### src/rtl/one_to_two_demux_pkg.sv
// ----------------------------------------------------------------------------
// one_to_two_demux_pkg
// Purpose : Shared defaults, channel-index constants and the slot state type
//           used by the 1:2 demux and its holding slots.
// Contents: DEF_WIDTH, DEF_CNT_W - default data / counter widths
//           CH0, CH1             - values of in_sel that select each channel
//           slot_state_e         - EMPTY/FULL state of a one-entry slot
// ----------------------------------------------------------------------------
package one_to_two_demux_pkg;

    localparam int unsigned DEF_WIDTH = 8;
    localparam int unsigned DEF_CNT_W = 8;

    localparam logic CH0 = 1'b0;
    localparam logic CH1 = 1'b1;

    typedef enum logic [0:0] {
        SlotEmpty = 1'b0,
        SlotFull  = 1'b1
    } slot_state_e;

endpackage

### src/rtl/one_to_two_demux_if.sv
// ----------------------------------------------------------------------------
// one_to_two_demux_if
// Purpose : Bundles the input handshake, both output channels and the
//           per-channel delivery counters of the 1:2 demux.
// Signals : in_valid/in_ready/in_sel/in_data       - source side
//           outX_valid/outX_ready/outX_data         - sink side, X = 0, 1
//           cnt0/cnt1                               - words delivered per channel
// Modports: slave  - the demux itself
//           master - the environment (source + both sinks)
// ----------------------------------------------------------------------------
interface one_to_two_demux_if
    import one_to_two_demux_pkg::*;
#(
    parameter int unsigned WIDTH = DEF_WIDTH,
    parameter int unsigned CNT_W = DEF_CNT_W
) ();

    logic             in_valid;
    logic             in_ready;
    logic             in_sel;
    logic [WIDTH-1:0] in_data;

    logic             out0_valid;
    logic             out0_ready;
    logic [WIDTH-1:0] out0_data;

    logic             out1_valid;
    logic             out1_ready;
    logic [WIDTH-1:0] out1_data;

    logic [CNT_W-1:0] cnt0;
    logic [CNT_W-1:0] cnt1;

    modport slave (
        input  in_valid, in_sel, in_data, out0_ready, out1_ready,
        output in_ready, out0_valid, out0_data, out1_valid, out1_data, cnt0, cnt1
    );

    modport master (
        output in_valid, in_sel, in_data, out0_ready, out1_ready,
        input  in_ready, out0_valid, out0_data, out1_valid, out1_data, cnt0, cnt1
    );

endinterface

### src/rtl/one_to_two_demux_slot.sv
// ----------------------------------------------------------------------------
// demux_slot
// Purpose : One-entry holding buffer for one demux channel: EMPTY/FULL state,
//           registered data word and a wrapping count of words delivered.
// Ports   : clk, rst      - clock, synchronous active-high reset
//           i_wr          - load i_wr_data this cycle (caller guarantees o_ready)
//           i_wr_data     - word to load
//           i_rd_ready    - sink takes the held word
//           o_ready       - slot can take a word this cycle
//           o_valid       - slot holds a word
//           o_data        - held word
//           o_cnt         - words delivered, wraps at 2^CNT_W
// ----------------------------------------------------------------------------
module demux_slot
    import one_to_two_demux_pkg::*;
#(
    parameter int unsigned WIDTH = DEF_WIDTH,
    parameter int unsigned CNT_W = DEF_CNT_W
) (
    input  logic             clk,
    input  logic             rst,
    input  logic             i_wr,
    input  logic [WIDTH-1:0] i_wr_data,
    input  logic             i_rd_ready,
    output logic             o_ready,
    output logic             o_valid,
    output logic [WIDTH-1:0] o_data,
    output logic [CNT_W-1:0] o_cnt
);

    slot_state_e      r_state;
    logic [WIDTH-1:0] r_data;
    logic [CNT_W-1:0] r_cnt;
    logic             w_drain;

    assign w_drain = (r_state == SlotFull) && i_rd_ready;

    always_ff @(posedge clk) begin
        if (rst) begin
            r_state <= SlotEmpty;
            r_data  <= '0;
            r_cnt   <= '0;
        end else begin
            unique case (r_state)
                SlotEmpty: begin
                    if (i_wr) begin
                        r_state <= SlotFull;
                        r_data  <= i_wr_data;
                    end
                end
                SlotFull: begin
                    // A write in the drain cycle refills without a bubble.
                    if (i_wr) begin
                        r_data <= i_wr_data;
                    end else if (i_rd_ready) begin
                        r_state <= SlotEmpty;
                    end
                end
                default: r_state <= SlotEmpty;
            endcase
            if (w_drain) begin
                r_cnt <= r_cnt + CNT_W'(1);
            end
        end
    end

    // A full slot can still accept when its word leaves in the same cycle.
    assign o_ready = (r_state == SlotEmpty) || i_rd_ready;
    assign o_valid = (r_state == SlotFull);
    assign o_data  = r_data;
    assign o_cnt   = r_cnt;

endmodule

### src/rtl/one_to_two_demux.sv
// ----------------------------------------------------------------------------
// one_to_two_demux
// Purpose : Routes each accepted input word to one of two output channels,
//           each backed by a one-entry slot, so a stalled channel never blocks
//           the other.
// Ports   : clk  - sole clock, rising edge
//           rst  - synchronous active-high reset
//           bus  - one_to_two_demux_if.slave: input handshake, two output
//                  channels and per-channel delivery counters
// ----------------------------------------------------------------------------
module one_to_two_demux
    import one_to_two_demux_pkg::*;
#(
    parameter int unsigned WIDTH = DEF_WIDTH,
    parameter int unsigned CNT_W = DEF_CNT_W
) (
    input logic               clk,
    input logic               rst,
    one_to_two_demux_if.slave bus
);

    logic w_rdy0;
    logic w_rdy1;
    logic w_in_ready;
    logic w_accept;
    logic w_wr0;
    logic w_wr1;

    // Readiness depends only on the addressed slot; the other channel is ignored.
    assign w_in_ready = !rst && ((bus.in_sel == CH1) ? w_rdy1 : w_rdy0);
    assign w_accept   = bus.in_valid && w_in_ready;
    assign w_wr0      = w_accept && (bus.in_sel == CH0);
    assign w_wr1      = w_accept && (bus.in_sel == CH1);

    assign bus.in_ready = w_in_ready;

    demux_slot #(
        .WIDTH (WIDTH),
        .CNT_W (CNT_W)
    ) u_slot0 (
        .clk        (clk),
        .rst        (rst),
        .i_wr       (w_wr0),
        .i_wr_data  (bus.in_data),
        .i_rd_ready (bus.out0_ready),
        .o_ready    (w_rdy0),
        .o_valid    (bus.out0_valid),
        .o_data     (bus.out0_data),
        .o_cnt      (bus.cnt0)
    );

    demux_slot #(
        .WIDTH (WIDTH),
        .CNT_W (CNT_W)
    ) u_slot1 (
        .clk        (clk),
        .rst        (rst),
        .i_wr       (w_wr1),
        .i_wr_data  (bus.in_data),
        .i_rd_ready (bus.out1_ready),
        .o_ready    (w_rdy1),
        .o_valid    (bus.out1_valid),
        .o_data     (bus.out1_data),
        .o_cnt      (bus.cnt1)
    );

endmodule

### src/flat_wrapper.sv
// flat-port wrapper written by rule: the top's interface ports become plain ports
module one_to_two_demux_flat import one_to_two_demux_pkg::*;
#(
    parameter int unsigned WIDTH = DEF_WIDTH,
    parameter int unsigned CNT_W = DEF_CNT_W
)
  (clk, rst, bus_in_valid, bus_in_sel, bus_in_data, bus_out0_ready, bus_out1_ready, bus_in_ready, bus_out0_valid, bus_out0_data, bus_out1_valid, bus_out1_data, bus_cnt0, bus_cnt1);
  one_to_two_demux_if #(.WIDTH(WIDTH), .CNT_W(CNT_W)) bus_i ();
  input logic clk;
  input logic rst;
  input wire logic [$bits(bus_i.in_valid)-1:0] bus_in_valid;
  input wire logic [$bits(bus_i.in_sel)-1:0] bus_in_sel;
  input wire logic [$bits(bus_i.in_data)-1:0] bus_in_data;
  input wire logic [$bits(bus_i.out0_ready)-1:0] bus_out0_ready;
  input wire logic [$bits(bus_i.out1_ready)-1:0] bus_out1_ready;
  output wire logic [$bits(bus_i.in_ready)-1:0] bus_in_ready;
  output wire logic [$bits(bus_i.out0_valid)-1:0] bus_out0_valid;
  output wire logic [$bits(bus_i.out0_data)-1:0] bus_out0_data;
  output wire logic [$bits(bus_i.out1_valid)-1:0] bus_out1_valid;
  output wire logic [$bits(bus_i.out1_data)-1:0] bus_out1_data;
  output wire logic [$bits(bus_i.cnt0)-1:0] bus_cnt0;
  output wire logic [$bits(bus_i.cnt1)-1:0] bus_cnt1;
  assign bus_i.in_valid = bus_in_valid;
  assign bus_i.in_sel = bus_in_sel;
  assign bus_i.in_data = bus_in_data;
  assign bus_i.out0_ready = bus_out0_ready;
  assign bus_i.out1_ready = bus_out1_ready;
  assign bus_in_ready = bus_i.in_ready;
  assign bus_out0_valid = bus_i.out0_valid;
  assign bus_out0_data = bus_i.out0_data;
  assign bus_out1_valid = bus_i.out1_valid;
  assign bus_out1_data = bus_i.out1_data;
  assign bus_cnt0 = bus_i.cnt0;
  assign bus_cnt1 = bus_i.cnt1;
  one_to_two_demux #(.WIDTH(WIDTH), .CNT_W(CNT_W)) u_core (.clk(clk), .rst(rst), .bus(bus_i));
endmodule
### config.mk
export PLATFORM = sky130hd
export DESIGN_NAME = one_to_two_demux_flat
export DESIGN_NICKNAME = d
export VERILOG_FILES = /design/src/rtl/one_to_two_demux_pkg.sv /design/src/rtl/one_to_two_demux_if.sv /design/src/rtl/one_to_two_demux_slot.sv /design/src/rtl/one_to_two_demux.sv /design/src/flat_wrapper.sv
export SDC_FILE = /design/constraint.sdc
export NUM_CORES = 1
export LEC_CHECK = 0
export ABC_AREA = 1
export BUFFER_PORTS_ARGS = -buffer_cell sky130_fd_sc_hd__buf_2
export CORE_ASPECT_RATIO = 1.2
export CORE_MARGIN = 2
export CORE_UTILIZATION = 49
export DETAILED_ROUTE_END_ITERATION = 6
export GPL_ROUTABILITY_DRIVEN = 0
export GPL_TIMING_DRIVEN = 0
export PLACE_DENSITY = 0.8
export RECOVER_POWER = 50
export SLEW_MARGIN = 20
export SYNTH_ARGS = -nofsm -noshare
export SYNTH_HDL_FRONTEND = slang
export SYNTH_HIERARCHICAL = 1
export SYNTH_SLANG_ARGS = --single-unit
### constraint.sdc
create_clock -name clk -period 1.8 [get_ports clk]
set_input_delay 0.18 -clock clk [delete_from_list [all_inputs] [get_ports clk]]
set_output_delay 0.18 -clock clk [all_outputs]
set_load 0.02 [all_outputs]
==> metrics, run 1 <==
io pins 49; Root Driver clkbuf_4; Antenna Nets Post-Route 0; leak pwr 0.842 nW; gr ovfl total 0; maxcap violations 0; Synth Cell Area 0.00150 mm²; Sinks on Clock Net 34; Rel. slew slack 74.3%; CP Launch Point u_core/u_slot0/o_valid; Worst Path Required 2030 ps; GRT Total Usage 20.4%; Initial Utilization 50.1%; Compound-Gate Fraction of Synth Area 10.7%; Longest Clk Path Bufs 2; PD cells 725 mW/mm²; drt via density 4.90; switching power 341 µW; post_cts resized 2; VDD IR-drop max 0.717 mV; post-synthesis mux area share 0%; detailed-route wire length per cell 10.5 µm; crit end category flop; synthesized instance count 211; Setup Fix Bufs, Post-CTS 0; clock group share of total power 29.6%; Cell variety after synth 17; Arrival @ worst endpoint 1710 ps; run status complete, no violations; share of post-route cells with drive strength above 1 15.8%; Hold WC Path Type in -> reg; Simple-Gate Fraction of Synth Area 34.2%; count of hold buffers inserted by post-cts repair 0; Ant. Diodes 0; row count 22; Yosys reg bits 34; largest net degree at the start of global routing 11; Die Ht 64.7 µm; Skew-Pair Late Insertion Delay 320 ps; full die area 0.00353 mm²; antenna violations before repair 0; clock transition at the registers of the reported paths 100 ps; f_max 0.673 GHz; drt drc 0; post-synthesis net count 227; Via Count 1481; critical setup path kind reg -> reg; CTS tree yes; Finish-stage setup viols 0; clock period minus worst slack 1490 ps; Mapped Avg Cell Area 7.12 µm²; Sw Share 26.4%; crit-path max FO 9; Die Width 54.6 µm; Startpoint Class flop; Int Pwr 952 µW; XOR/XNOR Fraction of Synth Area 0%; Area growth syn-to-layout 18.7%; port bufs 48; Worst-Margin Slew 384 ps; DP Wirelength 2390 µm; cts bufs inserted 5; Comb power frac 9.8%; synth warn 6; fin crit share 82.5%; Initial DRC Count 32; H-tree Lvls 2; min-delay src bus_in_data[5]; first-pass GRT wire length 5400 µm; clock skew 10.3 ps; DRT Wirelength 3160 µm; Synth Area in Adders 1.67%; register share of total power 60.6%; TritonRoute pass-1 iters 4; nets@finish 282; area of the core 0.00300 mm²; final setup TNS 0 ps; vias in the first global route 1313; Fin. Hold Viols 0; largest family of logic cells by synthesized area simple AND/OR/NAND/NOR gates; Slew Viols, Final 0; share of the yosys chip area belonging to registers 45.3%; RSZ-0062 raised after global routing no; WHS 92.2 ps; RR Startpoint u_core/u_slot0/o_valid
[routing by layer]
metal	global-route usage (%)	wire length [µm]	vias to the layer above
met5	0	0	-
met4	7.50	54	0
met3	5.07	153	5
met2	33.6	1560	32
met1	24.9	1390	670
li1	-	-	774
[final timing paths]
kind / endpoint / slack, ps / cells after the start
hold / removal: u_core/u_slot0/o_data[5] / 90 / 3
hold reg to reg: u_core/u_slot0/o_data[1] / 510 / 2
setup / recovery: u_core/u_slot0/o_data[2] / 310 / 8
setup reg to reg: u_core/u_slot0/o_data[2] / 310 / 8
[synthesized netlist by cell type, drive strengths merged]
library cell  count  area [µm²]
o21ai            20         100
clkinv            2        7.51
nor2             62         263
nand4             2        12.5
dfxtp            34         681
a21oi             9        45.0
nand2            29         124
nand3            15        90.1
buf               2        10.0
nor3              2        10.0
nor3b             2        15.0
inv              28         105
o21a              2        15.0
ha                2        25.0
[worst max-delay path: stages (launching register included)]
cell and delay (ps):
dfxtp_1 350, nand2_1 100, nand2_1 70, nand2_1 70
nand3_2 100, nor2_2 280, clkinv_2 210, nor2_1 140
nor2_1 60
[flip-flops by register name, indices dropped and copies added (netlist names)]
name / count
u_core/u_slot0/o_cnt: 8
u_core/u_slot0/o_valid: 1
u_core/u_slot0/o_data: 8
u_core/u_slot1/o_data: 8
u_core/u_slot1/o_cnt: 8
u_core/u_slot1/o_valid: 1
[layout by cell type (no fill, tap or decap)]
cell type / netlist / routed
nor2_1: 58 / 59
dfxtp_1: 34 / 34
nand2_1: 27 / 29
inv_1: 28 / 28
buf_2: 2 / 27
clkbuf_1: 0 / 23
o21ai_0: 20 / 20
nand3_1: 12 / 12
a21oi_1: 9 / 9
clkbuf_4: 0 / 5
clkinv_2: 0 / 3
nand3_2: 3 / 3
nor2_4: 4 / 2
nor3_1: 2 / 2
nand4_1: 2 / 2
nor3b_1: 2 / 2
o21a_1: 2 / 2
ha_1: 2 / 2
nor2_2: 0 / 1
clkinvlp_4: 0 / 1
[cell type report]
type | instances | area [µm²]
buffer | 2 | 10.0
fill | 313 | 1220
multi-input combinational | 145 | 672
clock buffer | 5 | 37.5
sequential | 34 | 681
timing repair buffer | 48 | 211
clock inverter | 2 | 10.0
tap | 36 | 45.0
inverter | 30 | 118
[stage by stage]
stage / cell area, µm² / cells / setup slack, ps / total power, mW / util (%)
floorplan: 1500 / 211 / 290 / 0.877 / -
global placement: 1790 / 295 / 11.0 / 0.932 / 59.6
detailed placement: 1790 / 295 / 3.08 / 0.934 / 59.6
CTS: 1840 / 302 / 111 / 1.32 / 61.3
global route: 1780 / 302 / 107 / 1.36 / 59.5
finish: 1780 / 302 / 314 / 1.29 / 59.5
[cell families after synthesis]
family / after synthesis
buf+inv: 32
simple gates: 112
flops: 34
compound gates: 31
fa+ha+maj: 2
[power by group through the flow]
stage	Clock, mW	Combinational, mW	Sequential (mW)
2_1_floorplan	0	0.0508	0.826
3_3_place_gp	0	0.131	0.801
3_5_place_dp	0	0.132	0.801
4_1_cts	0.403	0.134	0.784
5_1_grt	0.435	0.142	0.787
6_report	0.383	0.127	0.784
No activity file was read; power rests on OpenSTA's default activity.
==> inputs of run 2 (changes only) <==
--- a/config.mk
+++ b/config.mk
@@ -9,11 +9,11 @@
 export BUFFER_PORTS_ARGS = -buffer_cell sky130_fd_sc_hd__buf_2
 export CORE_ASPECT_RATIO = 1.2
 export CORE_MARGIN = 2
-export CORE_UTILIZATION = 49
+export CORE_UTILIZATION = 44
 export DETAILED_ROUTE_END_ITERATION = 6
 export GPL_ROUTABILITY_DRIVEN = 0
 export GPL_TIMING_DRIVEN = 0
-export PLACE_DENSITY = 0.8
+export PLACE_DENSITY = 0.76
 export RECOVER_POWER = 50
 export SLEW_MARGIN = 20
 export SYNTH_ARGS = -nofsm -noshare
==> constraint.sdc (replaced) <==
create_clock -name clk -period 1.35 [get_ports clk]
set_input_delay 0.135 -clock clk [delete_from_list [all_inputs] [get_ports clk]]
set_output_delay 0.135 -clock clk [all_outputs]
set_load 0.02 [all_outputs]
==> metrics, run 2 (synthesis results as in run 1) <==
met1 wire length 1530 µm (+9.8%); most common cell after layout, fill and taps aside nor2_1; Hold Crit Depth 3 (unchanged); Ant. Diodes 0 (unchanged); f_max 0.779 GHz; Startpoint Class flop; most frequent cells in the layout nor2_1, dfxtp_1, clkbuf_1; run status complete, no violations; RSZ-0062 raised after global routing no; utilization after layout 56.2% (-3.2 points); Largest stage delay, worst path 350 ps (about the same); Hold WC Path Type in -> reg; TritonRoute pass-1 iters 4 (unchanged); critical path depth 4 (-4); Finish-stage setup viols 0 (unchanged); crit end category output port; met3 WL 180 µm (+18%); highest metal used met4; fin crit share 95.1%; area of the core 0.00331 mm² (+10%); Die Width 57.3 µm (+5.1%); slowest cell on the critical path dfxtp_2; Longest Clk Path Bufs 2 (unchanged); H-tree Lvls 2 (unchanged); WHS 97.2 ps (+5.07 ps); Reg2Reg Depth 8 (unchanged); Fin. Hold Viols 0 (unchanged); Initial DRC Count 29 (-9.4%); Skew-Pair Late Insertion Delay 280 ps (-40 ps); Antenna Nets Post-Route 0 (unchanged); CP most frequent cell nand2_1; leak pwr 0.858 nW (+1.9%); DP Worst Slack -141 ps (-144 ps); crit-path max FO 4 (-5); maxcap violations 0 (unchanged); row count 23 (+4.5%); count of hold buffers inserted by post-cts repair 0 (unchanged); Worst Path Required 1220 ps (-810 ps); DP Wirelength 2480 µm (+3.5%); detailed-route wire length per cell 10.9 µm (+4.3%); drt via density 4.71 (-4.0%); Area growth syn-to-layout 23.8%; antenna violations before repair 0 (unchanged); io pins 49 (unchanged); full die area 0.00390 mm² (+11%); DRT Wirelength 3330 µm (+5.3%); PD cells 1030 mW/mm² (+42%); GRT Total Usage 18.7% (-1.7 points); met2 WL 1590 µm (+2.0%); Arrival @ worst endpoint 1150 ps (-560 ps); final instance area 0.00186 mm² (+4.3%); Via Count 1436 (-3.0%); drt drc 0 (unchanged); vias in the first global route 1347 (+2.6%); VDD IR-drop max 0.823 mV (+15%); share of post-route cells with drive strength above 1 15.7% (-0.12 points); CP top delay family flip-flops; Initial Utilization 45.4% (-4.7 points); Die Ht 68.0 µm (+5.2%); clock period minus worst slack 1280 ps; clock transition at the registers of the reported paths 70 ps (-30 ps); Root Driver clkbuf_8; Worst-Margin Slew 271 ps (-113 ps); port bufs 48 (unchanged); Sinks on Clock Net 34 (unchanged); worst path buffer plus inverter count 1 (unchanged); chain of cells forming the critical path nand2_1 > nand2_1 > a21oi_1 > buf_2; cts bufs inserted 5 (unchanged); critical setup path kind reg -> out; largest net degree at the start of global routing 11 (unchanged); CTS tree yes; first-pass GRT wire length 5650 µm (+4.7%); DP Area 0.00180 mm² (+0.49%); Slew Viols, Final 0 (unchanged); Setup WS post-layout 66.0 ps (-248 ps); Rel. slew slack 81.9% (+7.6 points); reg2reg setup slack 110 ps (-200 ps); gr ovfl total 0 (unchanged); clock skew 5.32 ps (-4.94 ps); nets@finish 284 (+0.71%)
[run 2: changes by cell type in the layout (fill, tap and decap cells not counted), moves of 5 or more]
cell,before,now
buf_2,27,20
clkbuf_1,23,30
o21ai_0,20,13
o21ai_1,0,7
clkbuf_4,5,0
clkbuf_8,0,5
[run 2: area by class of cell]
cell class	count	area, µm²
Timing Repair Buffer	50	225
Tap cell	37	46.3
Multi-Input combinational cell	145	699
Fill cell	345	1450
Sequential cell	34	683
Clock buffer	5	68.8
Clock inverter	2	10.0
Buffer	2	10.0
Inverter	30	118
[run 2: metal layers]
metal  vias to the layer above  GRT usage, %
met5                         -             0
met4                         0          8.72
met3                         2          5.67
met2                        31          30.0
met1                       626          23.1
li1                        777             -
[run 2: worst paths after layout]
| check | start | endpoint |
|---|---|---|
| setup reg to reg | u_core/u_slot0/o_valid | u_core/u_slot1/o_data[0] |
| hold reg to reg | u_core/u_slot1/o_data[2] | u_core/u_slot1/o_data[2] |
| hold / removal | bus_in_data[2] | u_core/u_slot1/o_data[2] |
| setup / recovery | u_core/u_slot0/o_valid | bus_in_ready |
[run 2: worst reg2reg max path: stages (launching register included)]
cell and delay, ps:
dfxtp_2 390, nand2_1 90, nand2_1 80, nand2_1 60, nand3_2 110, nor2_4 60
buf_6 130, o21ai_0 180, nor2_1 50
[run 2: through the flow]
stage / total power [mW] / std cells / TNS (ps)
final: 1.92 / 305 / 0
after global routing: 2.00 / 305 / 0
after CTS: 1.95 / 305 / 0
after detailed placement: 1.25 / 296 / -2020
after global placement: 1.24 / 296 / -1650
after floorplan: 1.17 / 211 / 0
[run 2: report_power, final]
part / total, mW / internal [mW] / switching (mW)
clock network: 0.689 / 0.346 / 0.344
logic: 0.181 / 0.0585 / 0.122
registers: 1.05 / 1.03 / 0.0171
total: 1.92 / 1.43 / 0.483
[run 2: repair_timing]
action / CTS / global route
pin swaps: 2 / 2
gates resized for setup: 3 / 12
setup endpoints to repair: 18 / 18
buffers inserted: 2 / 0
==> inputs of run 3 (changes only) <==
--- a/config.mk
+++ b/config.mk
@@ -18,5 +18,4 @@
 export SLEW_MARGIN = 20
 export SYNTH_ARGS = -nofsm -noshare
 export SYNTH_HDL_FRONTEND = slang
-export SYNTH_HIERARCHICAL = 1
 export SYNTH_SLANG_ARGS = --single-unit
==> constraint.sdc (replaced) <==
create_clock -name clk -period 1.35 [get_ports clk]
set_input_delay 0.135 -clock clk [delete_from_list [all_inputs] [get_ports clk]]
set_output_delay 0.135 -clock clk [all_outputs]
set_load 0.005 [all_outputs]
==> metrics, run 3 <==
clock period minus worst slack 1260 ps (-20.6 ps); Fin. Hold Viols 0 (unchanged); Commonest cells post-synth nor2_1, nand2_1, dfxtp_1, inv_1, a21oi_1; XOR/XNOR Fraction of Synth Area 1.18% (+1.2 points); Worst-Margin Slew 430 ps (+159 ps); largest net degree at the start of global routing 11 (unchanged); post-synthesis mux area share 0% (unchanged); fin crit share 93.6% (-1.5 points); VDD IR-drop max 0.929 mV (+13%); gr ovfl total 0 (unchanged); Longest Clk Path Bufs 2 (unchanged); area of the core 0.00328 mm² (-0.87%); Synth area leaders dfxtp_1, nor2_1, nand2_1, inv_1, a21oi_1; nets@finish 284 (unchanged); leak pwr 0.916 nW (+6.8%); CTS tree yes; Startpoint Class flop; Area growth syn-to-layout 27.2%; DRT Wirelength 3280 µm (-1.6%); drt via density 4.80 (+1.9%); Cell variety after synth 23 (+6); Slew Viols, Final 0 (unchanged); share of post-route cells with drive strength above 1 21.6% (+5.9 points); slowest cell on the critical path dfxtp_1; post-synthesis net count 226 (-0.44%); chain of cells forming the critical path nand3_1 > nand2_1 > nor2_4 > buf_2; row count 23 (unchanged); EDFF count, synth 0 (unchanged); Via Count 1468 (+2.2%); multi-input gate area in the final layout 691 µm² (-1.3%); Yosys reg bits 34 (unchanged); Compound-Gate Fraction of Synth Area 8.24% (-2.4 points); CP top delay family simple AND/OR/NAND/NOR gates; synth warn 0 (-6); Finish-stage setup viols 0 (unchanged); Arrival @ worst endpoint 1130 ps (-20 ps); most frequent cells in the layout nor2_1, nand2_1, buf_2; vias in the first global route 1371 (+1.8%); H-tree Lvls 2 (unchanged); Hold WC Path Type in -> reg; clock skew 3.74 ps (-1.57 ps); Worst Path Required 1220 ps (about the same); Sinks on Clock Net 34 (unchanged); Skew-Pair Late Insertion Delay 290 ps (about the same); Die Width 57.1 µm (-0.46%); cts bufs inserted 5 (unchanged); most common cell in the netlist nor2_1; f_max 0.791 GHz (+1.6%); crit end category output port; run status complete, no violations; Ant. Diodes 0 (unchanged); detailed-route wire length per cell 10.7 µm (-1.9%); clock transition at the registers of the reported paths 70 ps (about the same); share of the yosys chip area belonging to registers 45.8% (+0.46 points); Synth Area in Adders 1.68% (+0.017 points); Rel. slew slack 71.4% (-11 points); Antenna Nets Post-Route 0 (unchanged); Overall Power 1.99 mW (+3.6%); critical setup path kind reg -> out; antenna violations before repair 0 (unchanged); worst path buffer plus inverter count 1 (unchanged); Initial Utilization 45.3% (-0.059 points); Largest stage delay, worst path 330 ps (-20 ps); share of the synthesized area in the top cell type 45.8% (+0.46 points); PD cells 1050 mW/mm² (+1.9%); port bufs 47 (-2.1%); Synth Cell Area 0.00149 mm² (-1.0%); fraction of registers with async set or reset after synthesis 0% (unchanged); largest family of logic cells by synthesized area simple AND/OR/NAND/NOR gates; Reg area 683 µm² (unchanged); RSZ-0062 raised after global routing yes; synthesized instance count 210 (-0.47%); GRT Total Usage 19.2% (+0.47 points); crit-path max FO 5 (+1); TritonRoute pass-1 iters 5 (+1); Mapped Avg Cell Area 7.08 µm² (-0.53%); Synth area leader dfxtp_1; WHS 79.9 ps (-17.3 ps); io pins 49 (unchanged); filler instances 330 (-4.3%); maxcap violations 0 (unchanged); Simple-Gate Fraction of Synth Area 34.2% (about the same); Initial DRC Count 50 (+72%); drt drc 0 (unchanged); DP Wirelength 2420 µm (-2.3%); most common cell after layout, fill and taps aside nor2_1; top_reg_cell synth dfxtp_1; Root Driver clkbuf_8; first-pass GRT wire length 5660 µm (+0.23%); Die Ht 67.7 µm (-0.47%); full die area 0.00386 mm² (-0.93%)
run 3: cell count changes in the layout (fill, tap and decap cells not counted), moves of 8 or more:
cell / previous run / this run
nand4_1: 2 / 11
clkbuf_1: 30 / 17
a21oi_1: 9 / 17
nand3_1: 12 / 4
buf_2: 20 / 34
nand2_1: 27 / 39
run 3: cell families after synthesis:
logic type	Yosys count
AO/OA/AOI/OAI	24
XOR/XNOR	2
adder cells (fa/ha/maj)	2
buffers and inverters	33
flip-flops	34
AND/OR/NAND/NOR	115
run 3: routing by layer:
layer,GRT usage [%],share of wire [%],vias to the layer above
met4,8.72,2.0,0
met3,6.70,6.2,6
met2,32.2,48,38
met5,0,0,-
li1,-,-,779
met1,22.0,44,645
run 3: worst register-to-register path: stages, from the launching register on:
cell	delay [ps]
dfxtp_1	330
nand2_1	100
nand4_2	210
buf_6	230
a21oi_1	150
nor2_1	50
run 3: metrics by stage:
step | setup slack, ps | cells | TNS, ps | instance area (µm²) | utilization, %
after detailed placement | 57.2 | 294 | 0 | 1770 | 53.9
after global placement | 81.2 | 294 | 0 | 1770 | 53.9
after floorplan | 158 | 210 | 0 | 1490 | -
final | 86.6 | 306 | 0 | 1890 | 57.7
after CTS | 14.0 | 302 | 0 | 1870 | 56.9
after global routing | -1.97 | 306 | -1.97 | 1890 | 57.7
run 3: power breakdown:
| part | internal, mW | leakage [nW] | total (mW) | switching (mW) |
|---|---|---|---|---|
| Clock | 0.411 | 0.0482 | 0.766 | 0.355 |
| Combinational | 0.0719 | 0.591 | 0.176 | 0.104 |
| Sequential | 1.03 | 0.277 | 1.05 | 0.0158 |
run 3: final timing paths:
| check | from | to | slack, ps | cells after the start |
|---|---|---|---|---|
| worst max-delay path | u_core.u_slot1.o_valid | bus_in_ready | 90 | 4 |
| worst min-delay path | rst | u_core.u_slot1.o_valid | 80 | 2 |
| worst max register to register | u_core.u_slot1.o_valid | u_core.u_slot1.o_data[7] | 150 | 5 |
| worst min register to register | u_core.u_slot0.o_cnt[6] | u_core.u_slot0.o_cnt[6] | 470 | 2 |
run 3: repair_timing:
item / in CTS / in global routing
hold endpoints to repair: 0 / 0
hold buffers: 0 / 0
gates resized for setup: 1 / 4
buffers inserted: 0 / 4
endpoints found under the setup margin: 1 / 4
pin swaps: 0 / 1
run 3: layout make-up:
type	count	area share [%]
Inverter	28	5.56
Timing Repair Buffer	51	13.1
Clock inverter	1	0.265
Sequential cell	34	36.1
Buffer	5	1.46
Tap cell	37	2.45
Clock buffer	7	4.56
Multi-Input combinational cell	143	36.5
